===== src/rtl/event_timestamper.sv =====
`default_nettype none
// ============================================================================
// Module      : event_timestamper
// Description : Edge detector on a debounced level input. Each captured edge
//               is tagged with a free-running timestamp and queued in a small
//               FIFO behind an AXI-Stream style valid/ready handshake. Events
//               arriving while the FIFO is full are dropped and counted in a
//               saturating 16-bit overflow counter.
//               Optional macro EVENT_TIMESTAMPER_FALLING_EDGE_EN additionally
//               captures falling edges (polarity bit 0).
// Revision    : 1.0 - initial release
// ============================================================================
module event_timestamper #(
    parameter int TW    = 32,
    parameter int DEPTH = 8
) (
    input  logic          aclk,
    input  logic          areset,
    input  logic          din,
    input  logic          en,
    output logic [TW:0]   m_tdata,
    output logic          m_tvalid,
    input  logic          m_tready,
    input  logic          clr_ovf,
    output logic [15:0]   ovf_cnt
);

    localparam int            AW        = (DEPTH > 1) ? $clog2(DEPTH) : 1;
    localparam logic [15:0]   C_OVF_MAX = 16'hFFFF;
    localparam logic [TW-1:0] C_TS_ONE  = TW'(1);
    localparam logic [AW:0]   C_PTR_ONE = (AW + 1)'(1);

    // Registered state
    logic              r_din_q;
    logic              r_prime;
    logic [TW-1:0]     r_ts;
    logic [AW:0]       r_wr_ptr;
    logic [AW:0]       r_rd_ptr;
    logic [TW:0]       r_mem [DEPTH];
    logic [15:0]       r_ovf_cnt;

    // Combinational decode
    logic              w_rise;
    logic              w_fall;
    logic              w_edge;
    logic              w_empty;
    logic              w_full;
    logic              w_pop;
    logic              w_push;
    logic              w_drop;

    // The prime flag blocks an edge against the reset value of din_q, so a
    // level that is already high at reset release is not mistaken for a rise.
    assign w_rise = din & ~r_din_q & r_prime;
`ifdef EVENT_TIMESTAMPER_FALLING_EDGE_EN
    assign w_fall = ~din & r_din_q & r_prime;
`else
    assign w_fall = 1'b0;
`endif
    assign w_edge = en & (w_rise | w_fall);

    // Pointers carry one extra wrap bit: equal pointers mean empty, equal
    // index with differing wrap bits means full.
    assign w_empty = (r_wr_ptr == r_rd_ptr);
    assign w_full  = (r_wr_ptr[AW] != r_rd_ptr[AW]) &&
                     (r_wr_ptr[AW-1:0] == r_rd_ptr[AW-1:0]);

    // A pop in the same cycle frees the slot, so a full FIFO still accepts.
    assign w_pop  = ~w_empty & m_tready;
    assign w_push = w_edge & (~w_full | w_pop);
    assign w_drop = w_edge & w_full & ~w_pop;

    // Head is presented straight from storage; zero when nothing is queued.
    assign m_tvalid = ~w_empty;
    assign m_tdata  = w_empty ? '0 : r_mem[r_rd_ptr[AW-1:0]];
    assign ovf_cnt  = r_ovf_cnt;

    // Input history and prime flag track din regardless of the enable.
    always_ff @(posedge aclk or posedge areset) begin
        if (areset) begin
            r_din_q <= 1'b0;
            r_prime <= 1'b0;
        end else begin
            r_din_q <= din;
            r_prime <= 1'b1;
        end
    end

    // Timestamp counter: counts while enabled, wraps naturally.
    always_ff @(posedge aclk or posedge areset) begin
        if (areset) begin
            r_ts <= '0;
        end else if (en) begin
            r_ts <= r_ts + C_TS_ONE;
        end
    end

    // FIFO pointer update.
    always_ff @(posedge aclk or posedge areset) begin
        if (areset) begin
            r_wr_ptr <= '0;
            r_rd_ptr <= '0;
        end else begin
            if (w_push) begin
                r_wr_ptr <= r_wr_ptr + C_PTR_ONE;
            end
            if (w_pop) begin
                r_rd_ptr <= r_rd_ptr + C_PTR_ONE;
            end
        end
    end

    // FIFO storage write; contents are only observable through valid pointers.
    always_ff @(posedge aclk) begin
        if (w_push) begin
            r_mem[r_wr_ptr[AW-1:0]] <= {w_rise, r_ts};
        end
    end

    // Saturating drop counter; a drop coinciding with clear counts as one.
    always_ff @(posedge aclk or posedge areset) begin
        if (areset) begin
            r_ovf_cnt <= 16'd0;
        end else if (clr_ovf) begin
            r_ovf_cnt <= w_drop ? 16'd1 : 16'd0;
        end else if (w_drop && (r_ovf_cnt != C_OVF_MAX)) begin
            r_ovf_cnt <= r_ovf_cnt + 16'd1;
        end
    end

endmodule
`default_nettype wire


===== config.mk =====
export PLATFORM = sky130hd
export DESIGN_NAME = event_timestamper
export DESIGN_NICKNAME = d
export VERILOG_FILES = /design/src/rtl/event_timestamper.sv
export SDC_FILE = /design/constraint.sdc
export NUM_CORES = 1
export LEC_CHECK = 0
export ABC_CLOCK_PERIOD_IN_PS = 6680
export CORE_UTILIZATION = 32
export DETAILED_ROUTE_END_ITERATION = 8
export PLACE_DENSITY_LB_ADDON = 0.05
export SLEW_MARGIN = 20
export SYNTH_ARGS = -nofsm -noshare
export SYNTH_HDL_FRONTEND = slang
export SYNTH_SLANG_ARGS = --single-unit

===== constraint.sdc =====
create_clock -name aclk -period 6.68 [get_ports aclk]
set_clock_uncertainty 0.1 [all_clocks]
set_input_delay 0.668 -clock aclk [delete_from_list [all_inputs] [get_ports aclk]]
set_output_delay 0.668 -clock aclk [all_outputs]
set_load 0.05 [all_outputs]

==> out/qor.yml <==
tightest_slew_ns: 0.963
mostFrequentLayoutCells: "edfxtp_1 (264), mux4_2 (66), clkdlybuf4s50_1 (55), dfrtp_1 (55), nor2_1 (47)"
slew_violations: 0
required_ns: 5.91
vias: 6438
postCtsSetupRepairBufs: 0
synthAdderAreaFrac: 0.00391
synth-edff-count: 264
portBuffers: 55
synth_top_family_by_area: "multiplexers"
cts_buffers: 37
syn-num-nets: 700
async_flop_share: 0.180
place_inst: 1246
grt_pass1_wl_um: 44200
initialDrtViolationCount: 334
irDropWorstVdd_mv: 0.294
grt_max_degree: 70
route.detailed.drc: 0
place_area_mm2: 0.0140
tritoncts: "done"
dp_hpwl_um: 16100
fin_area_mm2: 0.0152
synth_area_mm2: 0.0128
ys_ff_latch: 322
cp.arrival_ns: 3.91
routabilityCongestion: 0.728
viasPerCell: 4.90
fin_cells: 1314
post_cts_resized: 0
outcome: "completed"
crit_fanout: 38
cts_max_level: 2
setup_viol: 0
synth_xor_area_frac: 0.0287
worstPathCellList: "buf_4 > mux4_2 > mux2i_1 > nor2_1 > clkdlybuf4s50_1"
grt_pass1_vias: 7114
antenna_found_initial: 0
synth_compound_area_frac: 0.0131
syn_inst: 690
row_count: 72
critPathLaunchType: "flop"
initial_utilization: 0.328
max_freq_mhz: 214
wl_per_cell_um: 21.9
layout.nets: 777
die_h_um: 202
die_area_mm2: 0.0409
slowest_delay_ns: 0.89
yosys_warnings: 0
final.min_clock_period_ns: 4.68
ys_seq_area_frac: 0.732
critical_path_class: "flop to primary output"
ys_types: 43
cts_hold_buf: 0
whs_ns: 0.392
wl_um: 28700
final_common_cell: "edfxtp_1"
grt.overflow.total: 0
path_clk_slew_ns: 0.06
grt_util_all_layers: 0.144
dieWidth_um: 202
ys.flop_type: "edfxtp_1"
cts_buffer_depth: 3
leakagePower_nw: 5.47
synthSimpleGateAreaFrac: 0.0621
crit_path_end_kind: "primary output"
drtPass1Iterations: 4
drive_above_1_share: 0.200
core_area_mm2: 0.0391
io_pins: 56
syn_to_final_growth_pct: 19.0
hold_viol_final: 0
grt_setup_unrepaired: "false"
powerDensity_mw_per_mm2: 410
cts_sinks: 322
maxCapViolations: 0
relSlewSlack: 0.357
diodes: 0
synth.avg_cell_area_um2: 18.6
setup_tns_ns: 0
antenna_left: 0
hold_class: "flop to flop"
worst_path_max_delay_cell: "dfrtp_4"
clk_latency_ns: 0.51
finalCritPeriodShare: 0.701
muxShareOfSynthArea: 0.147
root_buffer: "clkbuf_16"
fin_util: 0.390
layout make-up:
class | count | area (um^2)
fillers | 3603 | 23900
well taps | 518 | 648
inverters | 5 | 18.8
repair buffers | 70 | 667
multi-input cells | 331 | 3320
clock inverters | 20 | 168
clock buffers | 48 | 1040
flip-flops and latches | 322 | 9390
per-stage QoR:
step	worst slack [ns]	power, mW
CTS	1.82	6.37
global placement	2.35	4.36
detailed placement	2.37	4.36
global route	1.67	6.53
finish	2.00	6.25
floorplan	2.35	3.76
registers in the layout, summed over array words and instances (netlist names):
| name | count |
|---|---|
| r_mem | 264 |
| r_din_q | 1 |
| r_prime | 1 |
| r_wr_ptr | 4 |
| r_ts | 32 |
| ovf_cnt | 16 |
| r_rd_ptr | 4 |
synthesized netlist by cell type, drive strengths merged (12+ instances only):
library cell | instances | share of area
edfxtp | 264 | 0.62
mux4 | 66 | 0.12
dfrtp | 58 | 0.11
nor2 | 52 | 0.015
mux2i | 34 | 0.027
xnor2 | 30 | 0.021
nand2 | 21 | 0.0062
buf | 20 | 0.0081
nand3 | 19 | 0.0084
nand4 | 17 | 0.0083
a21oi | 12 | 0.0047
clkbuf | 12 | 0.0035
xor2 | 12 | 0.0082
final timing paths:
kind	slack (ns)	to	cells past startpoint	start
min in group asynchronous	0.64	ovf_cnt[9]$_DFFE_PP0P_	3	areset
hold / removal	0.39	r_rd_ptr[3]$_DFFE_PP0P_	1	r_rd_ptr[3]$_DFFE_PP0P_
setup / recovery	2.00	m_tdata[31]	5	r_rd_ptr[0]$_DFFE_PP0P_
hold reg to reg	0.39	r_rd_ptr[3]$_DFFE_PP0P_	1	r_rd_ptr[3]$_DFFE_PP0P_
setup reg to reg	2.99	r_mem[4][26]$_DFFE_PP_	6	r_rd_ptr[0]$_DFFE_PP0P_
max in group asynchronous	5.22	r_rd_ptr[0]$_DFFE_PP0P_	3	areset
where the power goes:
group | internal [mW] | switching [mW]
registers | 2.28 | 0.166
clock network | 1.21 | 0.774
logic | 0.699 | 1.12
logic make-up (layout without fill, tap and decap cells):
| kind of cell | count (synthesis) | in the layout |
|---|---|---|
| flip-flops | 322 | 322 |
| AND/OR/NAND/NOR | 152 | 152 |
| multiplexers | 105 | 105 |
| XOR/XNOR | 42 | 42 |
| buffers and inverters | 37 | 143 |
| AO/OA/AOI/OAI | 27 | 27 |
| adder cells (fa/ha/maj) | 4 | 4 |
| other | 1 | 1 |
worst max-delay path: cells and delay by family, from the launching register on:
family / cells / cell delay [ns]
buf+inv: 2 / 1.50
simple gates: 1 / 0.07
flops: 1 / 0.89
mux: 2 / 0.89
metal layers:
metal  GRT usage  share of wire  vias to the layer above
li1            -              -                     2881
met1       0.192           0.45                     3389
met5           0              0                        -
met4      0.0368          0.015                        0
met3      0.0232          0.036                       43
met2       0.247           0.50                      125
Note: power is estimated with default switching activity, not from simulation.
